### config.mk
export PLATFORM = sky130hd
export DESIGN_NAME = led_pattern_seq
export DESIGN_NICKNAME = d
export VERILOG_FILES = /design/src/rtl/led_pattern_seq.sv
export SDC_FILE = /design/constraint.sdc
export NUM_CORES = 2
export LEC_CHECK = 0
export BUFFER_PORTS_ARGS = -buffer_cell sky130_fd_sc_hd__buf_2
export CELL_PAD_IN_SITES_DETAIL_PLACEMENT = 0
export CELL_PAD_IN_SITES_GLOBAL_PLACEMENT = 2
export CORE_AREA = 3 3 391 393
export CTS_CLUSTER_SIZE = 40
export DETAILED_ROUTE_END_ITERATION = 16
export DIE_AREA = 0 0 394 396
export PLACE_DENSITY = 0.95
export SYNTH_ARGS = -nofsm -noshare
export SYNTH_HDL_FRONTEND = slang
export SYNTH_SLANG_ARGS = --single-unit
### constraint.sdc
create_clock -name clk -period 8.02 [get_ports clk]
set_input_delay 1.203 -clock clk [delete_from_list [all_inputs] [get_ports clk]]
set_output_delay 1.203 -clock clk [all_outputs]
set_load 0.02 [all_outputs]
### src/rtl/led_pattern_seq.sv
`default_nettype none
// ============================================================================
// Module   : led_pattern_seq
// Brief    : Prescaled address walker over a writable pattern table driving LEDs.
// Revision : 1.0 - initial release
// ============================================================================
module led_pattern_seq #(
    parameter int WIDTH      = 8,
    parameter int DEPTH_LOG2 = 8,
    parameter int PRESCALE   = 4194304
) (
    input  logic                  clk,
    input  logic                  resetn,
    input  logic                  en,
    input  logic [1:0]            mode,
    input  logic [DEPTH_LOG2-1:0] last,
    input  logic                  wr_en,
    input  logic [DEPTH_LOG2-1:0] wr_addr,
    input  logic [WIDTH-1:0]      wr_data,
    output logic [WIDTH-1:0]      leds,
    output logic [DEPTH_LOG2-1:0] addr,
    output logic                  step
);

    localparam int DEPTH = 2 ** DEPTH_LOG2;
    localparam int PW    = (PRESCALE > 1) ? $clog2(PRESCALE) : 1;

    localparam logic [PW-1:0]         PRESC_MAX = PW'(PRESCALE - 1);
    localparam logic [PW-1:0]         PRESC_ONE = PW'(1);
    localparam logic [DEPTH_LOG2-1:0] ADDR_ZERO = '0;
    localparam logic [DEPTH_LOG2-1:0] ADDR_ONE  = DEPTH_LOG2'(1);

    localparam logic [1:0] MODE_UP   = 2'd0;
    localparam logic [1:0] MODE_DOWN = 2'd1;
    localparam logic [1:0] MODE_PING = 2'd2;

    typedef logic [WIDTH-1:0] table_t [0:DEPTH-1];

    function automatic table_t gray_fill();
        table_t t;
        for (int i = 0; i < DEPTH; i++) begin
            t[i] = WIDTH'(i ^ (i >> 1));
        end
        return t;
    endfunction

    // Power-up contents only; reset never touches the table.
    table_t r_mem = gray_fill();

    logic [PW-1:0]         r_presc;
    logic [DEPTH_LOG2-1:0] r_addr;
    logic                  r_dir_down;
    logic                  r_tick;
    logic [WIDTH-1:0]      r_leds;
    logic                  r_step;

    logic                  w_tick;
    logic [DEPTH_LOG2-1:0] w_addr_nx;
    logic                  w_dir_nx;

    assign w_tick = en && (r_presc == PRESC_MAX);

    always_comb begin
        w_addr_nx = r_addr;
        w_dir_nx  = r_dir_down;
        if (w_tick) begin
            case (mode)
                MODE_UP: begin
                    if (r_addr > last) begin
                        w_addr_nx = ADDR_ZERO;
                        w_dir_nx  = 1'b0;
                    end else if (r_addr == last) begin
                        w_addr_nx = ADDR_ZERO;
                    end else begin
                        w_addr_nx = r_addr + ADDR_ONE;
                    end
                end
                MODE_DOWN: begin
                    if (r_addr > last || r_addr == ADDR_ZERO) begin
                        w_addr_nx = last;
                    end else begin
                        w_addr_nx = r_addr - ADDR_ONE;
                    end
                end
                MODE_PING: begin
                    if (r_addr > last) begin
                        w_addr_nx = ADDR_ZERO;
                        w_dir_nx  = 1'b0;
                    end else if (!r_dir_down) begin
                        // A single-entry sequence never turns around.
                        if (r_addr == last) begin
                            if (last != ADDR_ZERO) begin
                                w_addr_nx = r_addr - ADDR_ONE;
                                w_dir_nx  = 1'b1;
                            end
                        end else begin
                            w_addr_nx = r_addr + ADDR_ONE;
                        end
                    end else begin
                        if (r_addr == ADDR_ZERO) begin
                            w_dir_nx = 1'b0;
                            if (last != ADDR_ZERO) begin
                                w_addr_nx = ADDR_ONE;
                            end
                        end else begin
                            w_addr_nx = r_addr - ADDR_ONE;
                        end
                    end
                end
                default: begin
                    w_addr_nx = r_addr;
                end
            endcase
        end
    end

    always_ff @(posedge clk or negedge resetn) begin
        if (!resetn) begin
            r_presc    <= '0;
            r_addr     <= '0;
            r_dir_down <= 1'b0;
            r_tick     <= 1'b0;
            r_leds     <= '0;
            r_step     <= 1'b0;
        end else begin
            if (en) begin
                r_presc <= w_tick ? '0 : r_presc + PRESC_ONE;
            end
            r_addr     <= w_addr_nx;
            r_dir_down <= w_dir_nx;
            r_tick     <= w_tick;
            r_leds     <= r_mem[r_addr];
            // step lines up with the leds update, one cycle after addr moves.
            r_step     <= r_tick;
        end
    end

    always_ff @(posedge clk) begin
        if (wr_en) begin
            r_mem[wr_addr] <= wr_data;
        end
    end

    assign leds = r_leds;
    assign addr = r_addr;
    assign step = r_step;

endmodule
`default_nettype wire

# Yosys cells after proc, flatten, opt, wreduce, memory -nomap -nowiden
# Memory sizes are Yosys's and may differ from the RTL's. A register that Yosys moved wholly into a read port is not among the register bits.
# Cells that the tools add are included.
# word_totals
regBits	33
mem_bits_rw	2048
in_bits	30
output_inout_bits	17
memories	1
# mem_list
memory	depth	width	read_ports	rd_ports_with_merged_regs	write_ports	line	rtl
r_mem	256	8	1	1	1	48	table_t r_mem = gray_fill();
# classes
n_addsub	3
magnitude_cmp	1
n_eq_ne	7
muxes	20
reduce_logical	10
# ops
operator	count
$mux W8	9
$pmux W8 S3	1
$add A22 B1 Y22 const B	1
$eq A22 B22 Y1 const B	1
$mux W22	1
$ne A5 B5 Y1 const B	2
$add A8 B1 Y8 const B	1
$eq A8 B8 Y1	1
$gt A8 B8 Y1	1
$logic_not A8 Y1	1
$mux W1	8
$reduce_bool A8 Y1	1
$sub A8 B1 Y8 const B	1
$reduce_and A4 Y1	1
$reduce_and A3 Y1	1
$reduce_bool A3 Y1	1
$eq A2 B1 Y1 const B	1
$eq A2 B2 Y1 const B	1
$logic_not A2 Y1	1
$ne A2 B2 Y1 const B	1
$pmux W1 S2	1
$reduce_bool A2 Y1	1
$logic_and A1 B1 Y1	1
$logic_not A1 Y1	1
$logic_or A1 B1 Y1	1

# Depth between registers and ports, before layout
# logic_depth
word_depth	6
mapped_depth	17
depth_no_buf	10

# Worst setup path after synthesis
# Ideal clock, no wire load.
# synth_timing
kind	register to register
from	register r_addr[0], in the netlist addr[0]
to	register r_addr[5], in the netlist addr[5]
setup_ps	83
arrival_time_ps	3416
required_ps	7937
slack_ps	4521
stages_incl_launch_ff	16
path_buffers	7
cell_sequence	dfrtp_1 > buf_6 > buf_12 > buf_12 > buf_8 > buf_8 > buf_8 > inv_2 > ha_1 > nand4_1 > o22ai_1 > nand2_1 > o311ai_1 > buf_2 > o21ai_0 > o21ai_0
# synth_between
elab_chain_len	6
# synth_lines
element	line	rtl
start: declaration	51	logic [DEPTH_LOG2-1:0] r_addr;
start signal: assignment	129	r_addr <= w_addr_nx;
$sub A8 B1 Y8	82, 93, 106	
$mux W8	92	if (last != ADDR_ZERO) begin
$mux W8	91	if (r_addr == last) begin
$mux W8	89	end else if (!r_dir_down) begin
$mux W8	86	if (r_addr > last) begin
$pmux W8 S3	67	case (mode)
# Several ways; a longest one is shown, not always the timed one. The select of a mux whose other input is x is not followed.
# A chain may end at the register's enable or synchronous reset.

# Final worst setup path
# layout_timing
from	register r_addr[1], in the netlist addr[1]
to	register r_addr[0], in the netlist addr[0]
# layout_between
elab_chain_len	5
# layout_lines
element
parallel branches: the longest is 5 deep, another holds $gt A8 B8 Y1
# Several ways; the timed one is not identified.

==> run metrics <==
Post-Syn Area per Cell 20.9 um2; Clock Path Buffers 3; fin crit period 4.45 ns; max-slew violation count 0; initial core utilization 54.9%; worst reg2reg path startpoint addr[1]; top_reg_cell synth edfxtp_1; clock latency on the worst-skew pair 0.85 ns; register bit total from synthesis 2089; adder-cell share of the synthesized area 0.243%; Cell Pwr Density 236 mW/mm2; initial antenna violation count 11; Setup crit start kind flop; period utilisation layout 55.5%; sequential area share after synthesis 76.0%; mux contribution to synthesized area 15.9%; number of enable flip-flop cells after synthesis 2048; main combinational cell family by area after synthesis multiplexers; async set-reset flop share out of synthesis 1.96%; DRC 0; skew final 0.0643 ns; compound-gate portion of the synthesized area 2.74%; Hold WC Path Type reg -> reg; Die Wd 394 um; Critical R2R Capture addr[0]; Worst Path Required 8.75 ns; Hold Vio Cnt, Final 0; critical path class reg -> reg; routability cong. 0.883; vias in the first global route 41600; post-synthesis xor/xnor area fraction 0.287%; postcts setup bufs 0; area delta synth->final 10.1%; Synth Warn # 0; unrepaired setup endpoints after global routing false; Worst-Margin Slew 1.32 ns; Reg clk slew, reported paths 0.06 ns; Synth area leaders edfxtp_1 (75%), mux4_2 (14%), mux2i_1 (1.6%), nor2_1 (1.4%), dfrtp_1 (1.2%); max cap viols 0; drt via density 6.76; fin util 60.5%; first-pass GRT wire length 303 mm; CTS tree yes; beginning of the worst hold path r_tick; max frequency 225 MHz; Storage cell area 0.0625 mm2; die height 396 um; status completed; Mapped Nets 3978; Iteration-0 DRC Markers 6211; simple-gate share of the synthesized area 2.95%; CORE AREA 0.150 mm2; CTS Hold Bufs 0; endpoints failing setup 0; I/O pin count 47; Resized Gates After CTS 0; register-to-register setup slack 3.57 ns; Final nets 4062; Detailed Route WL 211 mm; hpwl dp 122 mm; Pre-Repair DR Iteration Count 7; Tot GR Track Use 27.1%; Synth area leader edfxtp_1; unique cell type count in the Yosys netlist 72; Max-slew headroom 12.1%; post-route ant nets 0; most frequent cell after synthesis edfxtp_1; DR WL/cell 34.0 um; H-tree Lvls 4; Vias 41800; area occupied by multi-input gates 0.0182 mm2; endpoint type of the worst setup path flop; Critical Path AT 5.18 ns; grt ovf 0; Post-synth top cells edfxtp_1 (2048), mux4_2 (514), nor2_1 (303); layout cell share with drive strength beyond 1 22.4%; Num Clock Sinks 2089; worst-case reg-to-reg path depth 11; Syn Inst Count 3932; Worst IR Drop VDD 0.000204 V; crit path from addr[1]; largest net degree at the start of global routing 177; Leak Pwr 28.8 nW; FP Rows 142; Die Area 0.156 mm2; Post-Syn Area 0.0823 mm2; CP Max Fanout 100; # port buffers 46; setup total negative slack 0 ns; total CTS buffers 196; root buffer cell clkbuf_16; fill count 10100; Setup crit end addr[0]; post-synth top area share 74.8%
==> where the power goes <==
| part | internal, W | switching (W) |
|---|---|---|
| Sequential | 0.0120 | 0.0000225 |
| Combinational | 0.0000490 | 0.000278 |
| Clock | 0.00500 | 0.00401 |
| Total | 0.0171 | 0.00431 |
==> registers in the layout (all words and copies together) (netlist names) <==
signal and flops:
r_mem 2048, r_presc 22, addr 8, leds 8, r_dir_down 1, r_tick 1, step 1
==> how the worst min path moves through the flow <==
stage           end  slack [ns]  cells after the start
6_report       step        0.35                      0
5_1_grt        step        0.36                      0
4_1_cts        step        0.35                      0
3_5_place_dp   step        0.33                      0
3_3_place_gp   step        0.33                      0
2_1_floorplan  step        0.33                      0
==> metal layers <==
metal | track usage, % | vias up | routed length, um
li1 | - | 16500 | -
met1 | 37.5 | 21800 | 76500
met2 | 41.1 | 3025 | 97800
met3 | 7.98 | 498 | 26600
met4 | 11.2 | 10 | 9560
met5 | 0 | - | 66
==> area by class of cell <==
type,instances,share of cell area (%)
well taps,2016,2.78
repair buffers,119,1.06
diodes,3,0.00829
inverters,22,0.0967
clock inverters,127,1.31
clock buffers,229,5.58
multi-input cells,1588,20.1
flip-flops and latches,2089,69.0
==> critical path, stage by stage, from the launching register on <==
cell,delay (ns)
dfrtp_4,0.88
buf_12,0.54
ha_1,0.37
nor2b_1,0.13
o211ai_1,0.16
a21oi_1,0.14
o22ai_1,0.56
nand2_1,0.23
o311ai_1,0.84
buf_4,0.29
a21oi_1,0.05
a22oi_1,0.15
==> logic make-up (layout without fill, tap and decap cells) <==
logic type	count (synthesis)	after routing
flip-flops	2089	2089
multiplexers	662	662
AND/OR/NAND/NOR	563	563
AO/OA/AOI/OAI	320	320
buffers and inverters	255	497
XOR/XNOR	27	27
adder cells (fa/ha/maj)	16	16
other	0	3
==> per-stage QoR <==
step                setup slack (ns)  power (W)  hold WS, ns  area, um2  cells
finish                          3.57     0.0214        0.348      90600   6193
global route                    3.17     0.0219        0.358      90600   6190
CTS                             3.59     0.0215        0.350      90600   6190
detailed placement              3.30     0.0126        0.335      84300   5834
global placement                3.38     0.0126        0.334      84300   5834
floorplan                       4.52     0.0123        0.331      82300   3932
==> placed cells by master (no fill, tap or decap), types with 18 or more instances in the layout <==
cell          n
o22ai_1      24
a22oi_1      28
clkinv_2     30
nand2_1     110
clkbuf_16   197
nor3_1       19
mux2i_1     135
nand3_1      52
dfrtp_1      35
xnor2_1      18
nand4_1      19
a221oi_1     35
buf_2        38
a211oi_1     19
buf_4        64
mux4_2      514
clkinv_1     58
edfxtp_1   2048
clkbuf_1     32
inv_1        18
o221ai_1     18
a21oi_1      49
nor2_1      301
o21ai_0      52
No activity file was read; power rests on OpenSTA's default activity.
